### src/rtl/mem_arb_pkg.sv
// Shared types and helpers for the memory-port arbiter: default sizing and
// the round-robin pick function.
package mem_arb_pkg;
  localparam int NUM_REQ_DEF   = 2;
  localparam int ADDR_W_DEF    = 64;
  localparam int DATA_W_DEF    = 64;
  localparam int MAX_OUTST_DEF = 4;
  localparam int ID_W  = (NUM_REQ_DEF > 1) ? $clog2(NUM_REQ_DEF) : 1;
  localparam int CNT_W = $clog2(MAX_OUTST_DEF) + 1;
  localparam int RR_MAX = 8;

  typedef struct packed {
    logic       found;
    logic [2:0] idx;
  } pick_t;

  // First set bit at or after ptr, wrapping modulo n; lowest offset wins.
  function automatic pick_t rr_pick(input logic [RR_MAX-1:0] req,
                                    input logic [2:0] ptr, input int n);
    pick_t p;
    int    j;
    p = '0;
    for (int i = RR_MAX-1; i >= 0; i--) begin
      j = (int'(ptr) + i) % n;
      if (i < n && req[j]) begin
        p.found = 1'b1;
        p.idx   = 3'(j);
      end
    end
    return p;
  endfunction
endpackage

### src/rtl/mem_arb_id_fifo.sv
// In-order FIFO of requester IDs for outstanding memory transactions.
module mem_arb_id_fifo #(
  parameter int DEPTH = 4,
  parameter int WIDTH = 1
) (
  input  logic                   clk,
  input  logic                   rst,
  input  logic                   push,
  input  logic                   pop,
  input  logic [WIDTH-1:0]       data_in,
  output logic [WIDTH-1:0]       data_out,
  output logic                   full,
  output logic                   empty,
  output logic [$clog2(DEPTH):0] count
);
  localparam int PW = $clog2(DEPTH);

  logic [WIDTH-1:0] mem [DEPTH];
  logic [PW-1:0]    wp, rp;
  logic             do_push, do_pop;

  assign full     = (count == (PW+1)'(DEPTH));
  assign empty    = (count == '0);
  assign do_push  = push & ~full;
  assign do_pop   = pop & ~empty;
  assign data_out = mem[rp];

  always_ff @(posedge clk) begin
    if (do_push) mem[wp] <= data_in;
  end

  always_ff @(posedge clk or posedge rst) begin
    if (rst) begin
      wp    <= '0;
      rp    <= '0;
      count <= '0;
    end else begin
      if (do_push) wp <= wp + 1'b1;
      if (do_pop)  rp <= rp + 1'b1;
      case ({do_push, do_pop})
        2'b10:   count <= count + 1'b1;
        2'b01:   count <= count - 1'b1;
        default: count <= count;
      endcase
    end
  end
endmodule

### src/rtl/mem_port_arbiter.sv
// Round-robin arbiter sharing one OBI-style memory port among NUM_REQ
// requesters, with in-order response routing through an ID FIFO.
module mem_port_arbiter
  import mem_arb_pkg::*;
#(
  parameter int NUM_REQ   = NUM_REQ_DEF,
  parameter int ADDR_W    = ADDR_W_DEF,
  parameter int DATA_W    = DATA_W_DEF,
  parameter int MAX_OUTST = MAX_OUTST_DEF,
  parameter int BE_W      = DATA_W/8
) (
  input  logic                        clk_i,
  input  logic                        rst_i,
  input  logic [NUM_REQ-1:0]          req_i,
  input  logic [NUM_REQ*ADDR_W-1:0]   addr_i,
  input  logic [NUM_REQ-1:0]          we_i,
  input  logic [NUM_REQ*BE_W-1:0]     be_i,
  input  logic [NUM_REQ*DATA_W-1:0]   wdata_i,
  output logic [NUM_REQ-1:0]          gnt_o,
  output logic [NUM_REQ-1:0]          rvalid_o,
  output logic [DATA_W-1:0]           rdata_o,
  output logic                        mst_req_o,
  output logic [ADDR_W-1:0]           mst_addr_o,
  output logic                        mst_we_o,
  output logic [BE_W-1:0]             mst_be_o,
  output logic [DATA_W-1:0]           mst_wdata_o,
  input  logic                        mst_gnt_i,
  input  logic                        mst_rvalid_i,
  input  logic [DATA_W-1:0]           mst_rdata_i,
  output logic [$clog2(MAX_OUTST):0]  outst_cnt_o,
  output logic                        proto_err_o
);
  localparam int SEL_W = (NUM_REQ > 1) ? $clog2(NUM_REQ) : 1;

  logic [SEL_W-1:0]  rr_ptr, locked_idx, sel, head;
  logic              lock, full, empty, hs, pop;
  logic [RR_MAX-1:0] req_pad;
  pick_t             pick;

  // A stalled request keeps its selection so the payload cannot change.
  always_comb begin
    req_pad = '0;
    req_pad[NUM_REQ-1:0] = req_i;
    pick = rr_pick(req_pad, 3'(rr_ptr), NUM_REQ);
    sel  = lock ? locked_idx : (pick.found ? SEL_W'(pick.idx) : '0);
  end

  assign mst_req_o   = (|req_i) & req_i[sel] & ~full;
  assign hs          = mst_req_o & mst_gnt_i;
  assign pop         = mst_rvalid_i & ~empty;
  assign mst_addr_o  = mst_req_o ? addr_i[int'(sel)*ADDR_W +: ADDR_W]  : '0;
  assign mst_we_o    = mst_req_o ? we_i[sel]                           : 1'b0;
  assign mst_be_o    = mst_req_o ? be_i[int'(sel)*BE_W +: BE_W]        : '0;
  assign mst_wdata_o = mst_req_o ? wdata_i[int'(sel)*DATA_W +: DATA_W] : '0;
  assign rdata_o     = pop ? mst_rdata_i : '0;

  always_comb begin
    gnt_o    = '0;
    rvalid_o = '0;
    if (hs)  gnt_o[sel]     = 1'b1;
    if (pop) rvalid_o[head] = 1'b1;
  end

  mem_arb_id_fifo #(.DEPTH(MAX_OUTST), .WIDTH(SEL_W)) u_id_fifo (
    .clk      (clk_i),
    .rst      (rst_i),
    .push     (hs),
    .pop      (pop),
    .data_in  (sel),
    .data_out (head),
    .full     (full),
    .empty    (empty),
    .count    (outst_cnt_o)
  );

  always_ff @(posedge clk_i or posedge rst_i) begin
    if (rst_i) begin
      rr_ptr      <= '0;
      lock        <= 1'b0;
      locked_idx  <= '0;
      proto_err_o <= 1'b0;
    end else begin
      if (hs) begin
        rr_ptr <= (int'(sel) == NUM_REQ-1) ? '0 : sel + 1'b1;
        lock   <= 1'b0;
      end else if (mst_req_o) begin
        lock       <= 1'b1;
        locked_idx <= sel;
      end
      if (mst_rvalid_i & empty) proto_err_o <= 1'b1;
    end
  end
endmodule

### config.mk
export PLATFORM = sky130hd
export DESIGN_NAME = mem_port_arbiter
export DESIGN_NICKNAME = d
export VERILOG_FILES = /design/src/rtl/mem_arb_pkg.sv /design/src/rtl/mem_arb_id_fifo.sv /design/src/rtl/mem_port_arbiter.sv
export SDC_FILE = /design/constraint.sdc
export NUM_CORES = 1
export LEC_CHECK = 0
export CORE_AREA = 4 4 213 215
export CTS_CLUSTER_SIZE = 24
export DETAILED_ROUTE_END_ITERATION = 12
export DIE_AREA = 0 0 217 219
export DONT_BUFFER_PORTS = 1
export GPL_TIMING_DRIVEN = 0
export PLACE_DENSITY = 0.3
export SLEW_MARGIN = 20
export SYNTH_ARGS = -nofsm -noshare
export SYNTH_HDL_FRONTEND = slang
export SYNTH_SLANG_ARGS = --single-unit
### constraint.sdc
create_clock -name clk_i -period 3.01 [get_ports clk_i]
set_clock_uncertainty 0.15 [all_clocks]
set_input_delay 0.1505 -clock clk_i [delete_from_list [all_inputs] [get_ports clk_i]]
set_output_delay 0.1505 -clock clk_i [all_outputs]
set_load 0.02 [all_outputs]
==> results.py <==
metrics = {
    "timing": {
        "finalHoldViolations": 0,
        "max_freq_mhz": 362,
        "fin_crit_sh_pct": 91.7,
        "setup_viol_count_final": 0,
        "rsz0062_at_grt": "no",
        "worst_slew_pin_slew_ns": 0.839,
        "tns_ns": 0,
        "period_needed_ns": 2.76,
        "setup_ws_ns": 0.251,
        "slew_headroom_pct": 44.1,
        "slew_violations": 0,
    },
    "clock_network": {
        "clk_pin_slew_ns": 0.05,
        "cts_tree": "done",
        "cts_sinks": 15,
        "post_cts_buffers": 0,
        "clockBufferDepth": 2,
        "htree_levels": 1,
        "clock_latency_ns": 0.25,
        "cts_inserted_buffers": 3,
        "root_buffer": "clkbuf_16",
    },
    "floorplan": {
        "die_h_um": 219,
        "pin_count": 554,
        "fp-row-count": 77,
        "fp.dieArea_um2": 47500,
        "fp.dieW_um": 217,
        "start_util_pct": 8.01,
        "core_area_um2": 43700,
    },
    "placement": {
        "hpwlAfterDp_mm": 21.2,
        "place_ws_ns": 0.0178,
        "gp_congestion": 0.833,
        "port_buffers": 0,
    },
    "min_path": {
        "min_to": "locked_idx",
        "min_from": "mst_gnt_i",
        "hold_depth": 4,
        "hold_class": "input port to flop",
    },
    "critical_path": {
        "worstPathRequired_ns": 2.71,
        "r2r_end": "u_id_fifo.count[2]",
        "reg2reg_depth": 10,
        "reg2reg_slack_ns": 0.31,
        "r2r-start": "u_id_fifo.count[2]",
        "cp_max_fo": 10,
        "arrival_ns": 2.46,
        "end_kind": "output pin",
        "startpoint_type": "input port",
        "critPathKind": "input port to output pin",
    },
    "global_route": {
        "grt_max_degree": 14,
        "grt_usage_pct": 8.87,
        "grt_pass1_wl_mm": 31.1,
        "grt_overflow_total": 0,
        "antenna_found_initial": 2,
        "grt_pass1_vias": 4117,
    },
    "routing": {
        "first_pass_iters": 5,
        "vias": 4643,
        "post_drt_wl_per_cell_um": 20.4,
        "drc_errors": 0,
        "antenna_left": 0,
        "routed_wl_mm": 24.7,
        "drt_iter0_drc": 308,
        "via_per_inst": 3.83,
    },
    "power_and_ir_drop": {
        "clock_power_share_pct": 4.5,
        "intPower_w": 0.00167,
        "p_per_area_nw_per_um2": 1350,
        "p_comb_share_pct": 88.1,
        "vdd_drop_max_mv": 0.313,
        "switching_share_pct": 71.6,
        "p_seq_share_pct": 7.4,
        "leakagePower_nw": 1.47,
        "switchingPower_w": 0.00422,
    },
    "logic_synthesis": {
        "synthCells": 612,
        "yosysWarnings": 0,
        "syn_nets": 962,
        "ys_ff_latch": 15,
        "ys_seq_area_share_pct": 11.3,
        "syn_area_um2": 3500,
        "synth.distinct_cells": 34,
        "syn_area_per_cell_um2": 5.72,
    },
    "final_layout": {
        "antenna_cells": 0,
        "layout-drive-gt1-share_pct": 9.37,
        "area_delta_synth_final_pct": 24.6,
        "final_common_cell": "nand2_1",
        "final_nets": 970,
        "layout_common_cells": "140 x nand2_1, 138 x a21oi_1, 137 x nand3_1",
    },
    "flow_run": {
        "maxCapViolCount": 0,
    },
    "status": {
        "status": "completed",
    },
}
==> cell families (layout without fill, tap and decap cells) <==
family,Yosys count,after routing,share of synthesized area [%]
and+or+nand+nor,357,357,48.6
AOI/OAI and AO/OA,147,147,22.2
buffers and inverters,78,85,12.7
DFF,15,15,11.3
adders and majority gates,6,6,2.36
xor gates and xnor gates,6,6,1.50
muxes,3,3,1.25
==> worst max path at each step <==
stage | cells past startpoint | slack, ns | start | to
global placement | 5 | 0.05 | req_i[0] | mst_addr_o[56]
global route | 5 | 0.009 | req_i[0] | mst_addr_o[56]
CTS | 5 | 0.01 | req_i[0] | mst_addr_o[55]
floorplan | 10 | 0.59 | u_id_fifo.count[2] | u_id_fifo.count[2]
finish | 5 | 0.25 | req_i[0] | mst_addr_o[56]
detailed placement | 5 | 0.02 | req_i[0] | mst_addr_o[55]
==> registers in the layout (all words and copies together), names as in the netlist <==
| register | flops |
|---|---|
| lock | 1 |
| u_id_fifo.count | 3 |
| u_id_fifo.mem | 4 |
| rr_ptr | 1 |
| locked_idx | 1 |
| u_id_fifo.rp | 2 |
| u_id_fifo.wp | 2 |
| proto_err_o | 1 |
==> routing by layer <==
layer / vias to the layer above / part of all wire, % / global-route usage (%)
met3: 10 / 8.0 / 2.26
met2: 295 / 45 / 13.3
met5: - / 0.053 / 0
met1: 2249 / 46 / 13.3
met4: 2 / 0.48 / 0.530
li1: 2087 / - / -
==> cells in the mapped netlist <==
library cell	count	area [µm²]
o21ai_0	1	5.00
mux2_2	1	11.3
mux2i_1	1	10.0
nor2_1	3	11.3
clkbuf_1	24	90.1
nor2b_1	4	25.0
xor2_1	3	26.3
buf_2	27	135
inv_1	8	30.0
and4_1	1	8.76
dfrtp_1	11	275
a21oi_1	138	691
nor3_1	2	10.0
ha_1	5	62.6
nand3_1	137	686
xnor2_1	3	26.3
a31oi_1	1	6.26
o2bb2ai_2	1	15.0
a21o_1	1	7.51
mux4_2	1	22.5
o21a_1	1	7.51
nand2b_1	1	6.26
fa_1	1	20.0
nand2_1	140	526
a2bb2oi_1	1	8.76
buf_6	15	169
buf_1	1	3.75
a211oi_4	1	20.0
o21ba_2	1	10.0
and2_1	69	432
buf_4	2	15.0
inv_2	1	3.75
edfxtp_1	4	120
o31ai_1	1	7.51
==> power by group through the flow <==
stage,clock [W],combinational [W],sequential (W)
2_1_floorplan,0,0.00395,0.000407
3_3_place_gp,0,0.00523,0.000435
3_5_place_dp,0,0.00523,0.000435
4_1_cts,0.000272,0.00525,0.000432
5_1_grt,0.000284,0.00556,0.000450
6_report,0.000263,0.00519,0.000435
==> critical path: stages <==
cell and delay [ns]:
buf_2 0.21, clkdlybuf4s15_1 0.78, clkbuf_1 0.59, nand3_1 0.14
a21oi_1 0.57
==> repair_timing <==
item	in CTS	in global routing
endpoints found under the setup margin	0	4
hold buffers	3	0
resized for setup	0	6
endpoints found under the hold margin	14	0
==> per-stage QoR <==
step	hold WS [ns]	area, µm²	instances	power (W)	utilization [%]
after floorplan	-0.147	3500	612	0.00436	-
after global placement	-0.0618	4240	1204	0.00567	9.70
after detailed placement	-0.0622	4240	1204	0.00567	9.70
after CTS	0.0496	4350	1211	0.00595	9.95
after global routing	0.116	4370	1211	0.00629	9.98
final	0.0618	4370	1211	0.00589	9.98
==> cell type report <==
class	instances	area, µm²
buffer	69	419
clock buffer	3	75.1
clock inverter	1	5.00
fill	5214	39400
inverter	9	33.8
multi-input combinational	519	2660
sequential	15	399
tap	592	741
timing repair buffer	3	30.0
Note: power is estimated with default switching activity, not from simulation.
